`src/rtl/adder_pkg.sv`:
```
// Shared constants for the ripple-carry adder family: the per-gate
// propagation delay used by the bit cells and the datapath word width.
`timescale 10ps/1ps

package adder_pkg;

  // Propagation delay of each primitive gate, in timescale units (10ps).
  localparam int DEFAULT_GATE_DELAY = 5;

  // Word width of the ripple adder and the ALU built on top of it.
  localparam int WORD_WIDTH = 64;

endpackage : adder_pkg

```
`src/rtl/half_adder_1bit.sv`:
```
// Half adder built from gate primitives: s = x ^ y, c = x & y.
// Each gate carries GATE_DELAY so the ripple chain shows realistic timing.
`timescale 10ps/1ps

module half_adder_1bit
  import adder_pkg::*;
#(
  parameter int GATE_DELAY = DEFAULT_GATE_DELAY
) (
  input  logic x,
  input  logic y,
  output wire  s,
  output wire  c
);

  xor #(GATE_DELAY) gXor (s, x, y);
  and #(GATE_DELAY) gAnd (c, x, y);

endmodule : half_adder_1bit

```
`src/rtl/full_adder_1bit.sv`:
```
// Single-bit full adder: the ripple-carry cell of the 64-bit adder.
// Sum and carry are purely combinational (two half adders plus an OR),
// so a long chain settles without any clocking. An optional register
// stage keeps copies of sum and carry for pipelined use and debug.
`timescale 10ps/1ps

module full_adder_1bit
  import adder_pkg::*;
#(
  parameter int GATE_DELAY = DEFAULT_GATE_DELAY,
  parameter bit REG_OUT    = 1'b1
) (
  input  logic clk,
  input  logic reset,
  input  logic a,
  input  logic b,
  input  logic Cin,
  input  logic en,
  output wire  out,
  output wire  Cout,
  output logic out_q,
  output logic Cout_q
);

  wire halfSum;
  wire lowCarry;
  wire highCarry;

  // First stage adds the two operand bits.
  half_adder_1bit #(.GATE_DELAY(GATE_DELAY)) uHalfLow (
    .x (a),
    .y (b),
    .s (halfSum),
    .c (lowCarry)
  );

  // Second stage folds in the incoming carry; its sum is the final sum bit.
  half_adder_1bit #(.GATE_DELAY(GATE_DELAY)) uHalfHigh (
    .x (halfSum),
    .y (Cin),
    .s (out),
    .c (highCarry)
  );

  // At most one of the two half-adder carries can be set, so OR merges them.
  or #(GATE_DELAY) gCarryOr (Cout, lowCarry, highCarry);

  generate
    if (REG_OUT) begin : gRegOut
      logic sum_q;
      logic carry_q;
      logic sum_d;
      logic carry_d;

      // Load the live sum/carry when enabled, otherwise hold the last value.
      always_comb begin
        sum_d   = sum_q;
        carry_d = carry_q;
        if (en) begin
          sum_d   = out;
          carry_d = Cout;
        end
      end

      // Observation registers; reset clears them immediately, independent of clk.
      always_ff @(posedge clk or posedge reset) begin
        if (reset) begin
          sum_q   <= 1'b0;
          carry_q <= 1'b0;
        end else begin
          sum_q   <= sum_d;
          carry_q <= carry_d;
        end
      end

      assign out_q  = sum_q;
      assign Cout_q = carry_q;
    end else begin : gNoRegOut
      assign out_q  = 1'b0;
      assign Cout_q = 1'b0;
    end
  endgenerate

endmodule : full_adder_1bit

```
`config.mk`:
```
export PLATFORM = sky130hd
export DESIGN_NAME = full_adder_1bit
export DESIGN_NICKNAME = d
export VERILOG_FILES = /design/src/rtl/adder_pkg.sv /design/src/rtl/half_adder_1bit.sv /design/src/rtl/full_adder_1bit.sv
export SDC_FILE = /design/constraint.sdc
export NUM_CORES = 1
export LEC_CHECK = 0
export BUFFER_PORTS_ARGS = -buffer_cell sky130_fd_sc_hd__buf_2
export CORE_AREA = 2 2 39 41
export CTS_CLUSTER_DIAMETER = 60
export DETAILED_ROUTE_END_ITERATION = 7
export DIE_AREA = 0 0 41 43
export PLACE_DENSITY = 0.38
export SLEW_MARGIN = 20
export SYNTH_ARGS = -nofsm -noshare
export SYNTH_HDL_FRONTEND = slang
export SYNTH_HIERARCHICAL = 1
export SYNTH_SLANG_ARGS = --single-unit
```
`constraint.sdc`:
```
create_clock -name clk -period 3.12 [get_ports clk]
set_clock_uncertainty 0.15 [all_clocks]
set_input_delay 0.624 -clock clk [delete_from_list [all_inputs] [get_ports clk]]
set_output_delay 0.624 -clock clk [all_outputs]
set_load 0.05 [all_outputs]
```
Word level (Yosys, flattened, before mapping)
Index checks and enable logic that the tools add are counted.
{ "word_totals": {"regBits": 2, "latchBits": 0, "ramBits": 0, "mem_bits_ro": 0, "in_bits": 6, "out_inout_bits": 4, "wordCells": 7, "memories": 0} }
{ "op_classes": {"addsub": 0, "mul": 0, "n_div": 0, "n_lt_le_gt_ge": 0, "n_eq_ne": 0, "shift": 0, "mux": 0, "n_bitwise": 5, "n_reduce_logical": 0} }
{ "op_table": {"columns": ["op", "count"], "rows": [
  ["1-bit bitwise AND", 2],
  ["1-bit XOR", 2],
  ["1-bit OR", 1]
]} }

Depth between registers and ports, before layout
Gate-level depths: netlist (run 1).
{ "logic_depth": {"ltp_word": 3, "mapped_depth": 4, "ltp_nobuf": 4} }

By module
The synthesis (run 1) kept the hierarchy.
{ "by_module_without_submodules": {"columns": ["mod", "instances", "cells_each", "area_each_um2", "seq_area_each_um2"], "rows": [
  ["full_adder_1bit", 1, 6, 86.3, 50.0],
  ["half_adder_1bit", 2, 1, 12.5, 0.0]
]} }

Worst setup path after synthesis (run 1)
Ideal clock, no wire load.
{ "synth_path": {"path_kind": "input port to output port", "start": "in b", "end": "out Cout", "t_arrival_ns": 1.473, "required_ns": 2.346, "setup_slack_ns": 0.873, "stages": 3, "path_buffers": 0, "cell_sequence": "ha_1 ha_1 or2_1"} }
{ "synth_via": {"elab_chain_len": 3, "elab_cells_between_ends": 4, "classes_between": "4 x bitwise"} }
{ "synth_rtl": {"columns": ["item", "line_no", "rtl"], "rows": [
  ["from (decl)", "full_adder_1bit.sv:16", "input logic b,"],
  ["1-bit XOR", "half_adder_1bit.sv:16", "xor #(GATE_DELAY) gXor (s, x, y);"],
  ["1-bit bitwise AND", "half_adder_1bit.sv:17", "and #(GATE_DELAY) gAnd (c, x, y);"],
  ["via highCarry", "full_adder_1bit.sv:27", "wire highCarry;"],
  ["1-bit OR", "full_adder_1bit.sv:46", "or #(GATE_DELAY) gCarryOr (Cout, lowCarry, highCarry);"],
  ["to (decl)", "full_adder_1bit.sv:20", "output wire Cout,"]
]} }
The timed path passes the listed nets, and every way through them passes these cells.

Worst setup path in the final report (run 1)
{ "layout_path": {"start": "in b", "end": "out Cout"} }
{ "layout_via": {"elab_chain_len": 3, "elab_cells_between_ends": 4, "classes_between": "4 x bitwise"} }
{ "layout_rtl": {"columns": ["item", "line_no", "rtl"], "rows": [
  ["1-bit XOR", "half_adder_1bit.sv:16", null],
  ["via halfSum", "full_adder_1bit.sv:25", "wire halfSum;"],
  ["1-bit bitwise AND", "half_adder_1bit.sv:17", null],
  ["via highCarry", "full_adder_1bit.sv:27", null],
  ["1-bit OR", "full_adder_1bit.sv:46", null]
]} }
The timed path passes the listed nets, and every way through them passes these cells.

==> results.sh, run 1 <==
export IMPL_die_w_um=41
export IMPL_wl_per_cell_um=8.67
export IMPL_drive_above_1_share_pct=70.0
export IMPL_drcViolationCount=0
export IMPL_r2r_end="Cout_q"
export IMPL_grt_overflow=0
export IMPL_slew_limit_headroom_pct=83.5
export IMPL_firstDrtPassIters=2
export IMPL_worstPathRequired_ns=2.35
export IMPL_crit_chain="buf_2 > ha_1 > ha_1 > or2_1 > buf_2"
export IMPL_layout_setup_ws_ns=0.717
export IMPL_die_h_um=43
export IMPL_start_kind="input port"
export IMPL_synth_cells=8
export IMPL_core_area_um2=1380
export IMPL_antenna_found_initial=0
export IMPL_hold_class="in2async"
export IMPL_power_density_nw_per_um2=701
export IMPL_first_global_vias=104
export IMPL_io_pins=10
export IMPL_worstSetupPathType="in2out"
export IMPL_htreeDepth=1
export IMPL_clock_latency_ns=0.22
export IMPL_num_antenna_cells=0
export IMPL_min_period_ns=2.40
export IMPL_drv_cap=0
export IMPL_post_cts_buffers=0
export IMPL_fin_crit_sh_pct=77.0
export IMPL_rows=14
export IMPL_syn_num_nets=16
export IMPL_cts_buffers=3
export IMPL_tns_ns=0
export IMPL_p_leak_nw=0.110
export IMPL_reg2reg_depth=1
export IMPL_max_stage_delay_ns=0.29
export IMPL_endpoint_kind="output pin"
export IMPL_drt_total_wl_um=312
export IMPL_grt_pass1_wl_um=441
export IMPL_path_max_fanout=2
export IMPL_cts_resized=0
export IMPL_io_buffers=9
export IMPL_final_hold_violation_count=0
export IMPL_syn2layout_area_growth_pct=78.7
export IMPL_timing_fmax_mhz=416
export IMPL_cp_arrival_ns=1.63
export IMPL_worst_path_max_delay_cell="ha_1"
export IMPL_root_buffer="clkbuf_4"
export IMPL_cts_tree="yes"
export IMPL_ant_nets=0
export IMPL_synth_warning_count=6
export IMPL_tightest_slew_ns=0.249
export IMPL_die_area_um2=1760
export IMPL_finalMaxSlewViolations=0
export IMPL_place_congestion=0.521
export IMPL_ys_seq_area_share_pct=44.9
export IMPL_place_ws_ns=0.709
export IMPL_grt_setup_unrepaired="false"
export IMPL_viasPerCell=2.97
export IMPL_numClockSinks=2
export IMPL_ys_ff_latch=2
export IMPL_peakVddDrop_mv=0.104
export IMPL_initial_utilization_pct=8.05
export IMPL_syn_area_um2=111
export IMPL_clockBufferDepth=2
export IMPL_worstReg2RegStart="Cout_q"
export IMPL_hold_buffers=0
export IMPL_nets=30
export IMPL_num_vias=107
export IMPL_setup_viol=0
export IMPL_drtIter0Drc=1
export IMPL_whs_ns=0.0980
export IMPL_ys_types=6
export IMPL_syn_area_per_cell_um2=13.9
export IMPL_grtUsageTotal_pct=4.72
export IMPL_rrSetupSlack_ns=2.22
export IMPL_status="finished, final reports clean"
export IMPL_path_clk_slew_ns=0.03
export IMPL_grt_max_degree=3
-- cells in the mapped netlist --
master   n  share of area (%)
inv_1    1                3.4
dfrtp_1  2                 45
ha_1     2                 22
mux2_4   1                 13
mux2_2   1                 10
or2_1    1                5.6
-- how the worst max path moves through the flow --
stage,slack (ns),to,depth (start not counted),from
final,0.72,Cout,5,b
after global routing,0.67,Cout,5,b
after CTS,0.71,Cout,5,b
after detailed placement,0.71,Cout,5,b
after global placement,0.73,Cout,5,b
after floorplan,0.87,Cout,3,b
-- routing by layer --
layer	up-vias	global-route usage [%]	part of all wire, %
met5	-	0	0
met4	0	6.00	1.9
met3	2	4.71	19
met2	10	4.38	29
met1	44	4.82	49
li1	51	-	-
-- flip-flops by register name (all words and copies together), names as in the netlist --
| register | count |
|---|---|
| Cout_q | 1 |
| out_q | 1 |
-- worst max-delay path: cells and delay by family --
family	cells	cell delay, ns
buffers and inverters	2	0.31
AND/OR/NAND/NOR	1	0.23
adder cells (fa/ha/maj)	2	0.46
-- layout by cell type (no fill, tap or decap) --
cell      synthesis  final
inv_1             1      1
mux2_4            1      1
clkbuf_4          0      3
ha_1              2      2
buf_2             0      9
mux2_2            1      1
or2_1             1      1
dfrtp_1           2      2
-- metrics by stage --
| stage | utilization (%) | area [µm²] | power (mW) | std cells |
|---|---|---|---|---|
| after floorplan | - | 111 | 0.0714 | 8 |
| after global placement | 12.7 | 176 | 0.0830 | 33 |
| after detailed placement | 12.7 | 176 | 0.0840 | 33 |
| after CTS | 14.4 | 199 | 0.144 | 36 |
| after global routing | 14.4 | 199 | 0.149 | 36 |
| final | 14.4 | 199 | 0.139 | 36 |
-- power breakdown --
| group | switching, mW | internal, mW |
|---|---|---|
| sequential | 0.00216 | 0.0306 |
| clock | 0.0139 | 0.0424 |
| combinational | 0.0361 | 0.0143 |
| total | 0.0521 | 0.0873 |
-- kinds of logic after synthesis --
kind of cell | synth area share, %
muxes | 23.6
adders and majority gates | 22.5
DFF | 44.9
buffers and inverters | 3.37
and+or+nand+nor | 5.62
-- layout make-up --
type | count | area, µm²
repair buffers | 9 | 45.0
flip-flops and latches | 2 | 50.0
clock buffers | 3 | 22.5
fillers | 163 | 1180
inverters | 1 | 3.75
well taps | 16 | 20.0
multi-input cells | 5 | 57.6
Note: power is estimated with default switching activity, not from simulation.
==> inputs of run 2 (changes only) <==
PLACE_DENSITY = 0.39   (was 0.38)
clock period = 2.2 ns   (was 3.12 ns; I/O delays follow)
==> run 2 against run 1 <==
  * Critical path depth stayed put
  * Cell count is 2.8% higher
  * Setup slack worse by 0.56 ns
  * Via count is 6.5% higher
  * Non-clock buffer count is 1 higher
  * Clock power is 43% higher
  * First-iteration DRC count is 100% higher
  * Core utilization is 0.72 points higher
  * Critical path type unchanged
  * Largest cell class unchanged
==> results.sh, run 2 (synthesis gave the netlist of run 1 again) <==
export IMPL_place_ws_ns=0.155
export IMPL_p_leak_nw=0.114
export IMPL_post_cts_buffers=0
export IMPL_timing_fmax_mhz=489
export IMPL_start_kind="input port"
export IMPL_dpl_cell_area_um2=176
export IMPL_dp_cells=33
export IMPL_clockBufferDepth=2
export IMPL_power_density_nw_per_um2=956
export IMPL_drive_above_1_share_pct=66.7
export IMPL_layout_setup_ws_ns=0.157
export IMPL_ant_nets=0
export IMPL_io_buffers=9
export IMPL_reg2reg_depth=1
export IMPL_rows=14
export IMPL_fin_crit_sh_pct=92.9
export IMPL_tns_ns=0
export IMPL_tightest_slew_ns=0.252
export IMPL_grt_setup_unrepaired="false"
export IMPL_r2r_end="Cout_q"
export IMPL_min_period_ns=2.04
export IMPL_layout_commonest_cell="buf_2"
export IMPL_endpoint_kind="output pin"
export IMPL_hold_buffers=1
export IMPL_slew_limit_headroom_pct=83.3
export IMPL_drt_total_wl_um=335
export IMPL_worstSetupPathType="in2out"
export IMPL_fin_util_pct=15.1
export IMPL_firstDrtPassIters=2
export IMPL_rrSetupSlack_ns=1.30
export IMPL_peakVddDrop_mv=0.157
export IMPL_whs_ns=0.357
export IMPL_viasPerCell=3.08
export IMPL_setup_viol=0
export IMPL_final_cell_mix="9 x buf_2, 3 x clkbuf_4, 2 x dfrtp_1, 2 x ha_1"
export IMPL_status="finished, final reports clean"
export IMPL_syn2layout_area_growth_pct=87.6
export IMPL_worst_path_max_delay_cell="ha_1"
export IMPL_final_hold_violation_count=0
export IMPL_die_w_um=41
export IMPL_grtUsageTotal_pct=5.32
export IMPL_cp_arrival_ns=1.45
export IMPL_initial_utilization_pct=8.05
export IMPL_finalMaxSlewViolations=0
export IMPL_path_buf_inv=2
export IMPL_first_global_vias=129
export IMPL_endpoint="Cout"
export IMPL_numClockSinks=2
export IMPL_drtIter0Drc=2
export IMPL_num_vias=114
export IMPL_die_area_um2=1760
export IMPL_hold_class="in2reg"
export IMPL_grt_pass1_wl_um=496
export IMPL_cts_resized=0
export IMPL_nets=31
export IMPL_max_stage_delay_ns=0.29
export IMPL_num_antenna_cells=0
export IMPL_final_area_um2=209
export IMPL_worstPathRequired_ns=1.61
export IMPL_crit_family="adder cells"
export IMPL_cts_buffers=3
export IMPL_core_area_um2=1380
export IMPL_drv_cap=0
export IMPL_critPathLaunch="b"
export IMPL_crit_chain="buf_2 > ha_1 > ha_1 > or2_1 > buf_2"
export IMPL_path_clk_slew_ns=0.03
export IMPL_cts_tree="yes"
export IMPL_cp_num_cells=5
export IMPL_place_congestion=0.494
export IMPL_fillers=153
export IMPL_antenna_found_initial=0
export IMPL_path_max_fanout=2
export IMPL_worstReg2RegStart="Cout_q"
export IMPL_p_total_mw=0.200
export IMPL_clock_latency_ns=0.22
export IMPL_grt_max_degree=3
export IMPL_io_pins=10
export IMPL_root_buffer="clkbuf_4"
export IMPL_htreeDepth=1
export IMPL_stdcell_count=37
export IMPL_wl_per_cell_um=9.05
export IMPL_drcViolationCount=0
export IMPL_die_h_um=43
export IMPL_grt_overflow=0
==> run 2: power by group <==
group / internal [mW] / total, mW / switching, mW / leakage, nW
Sequential: 0.0434 / 0.0464 / 0.00300 / 0.0237
Combinational: 0.0215 / 0.0733 / 0.0517 / 0.0765
Clock: 0.0601 / 0.0802 / 0.0200 / 0.0138
==> run 2: how the worst min path moves through the flow <==
stage	cells past startpoint	to	start
2_1_floorplan	1	Cout_q	reset
3_3_place_gp	2	Cout_q	reset
3_5_place_dp	2	Cout_q	reset
4_1_cts	2	out_q	en
5_1_grt	2	out_q	en
6_report	2	out_q	en
==> run 2: layout make-up <==
type	count	area (µm²)	share of cell area, %
Timing Repair Buffer	10	55.1	26.3
Multi-Input combinational cell	5	57.6	27.5
Sequential cell	2	50.0	24.0
Clock buffer	3	22.5	10.8
Tap cell	16	20.0	9.58
Inverter	1	3.75	1.80
==> run 2: per-layer routing <==
metal,global-route usage (%),vias to the layer above,wire [µm]
met4,6.00,0,9
li1,-,55,-
met1,3.85,47,123
met2,5.31,10,107
met3,7.85,2,94
met5,0,-,0
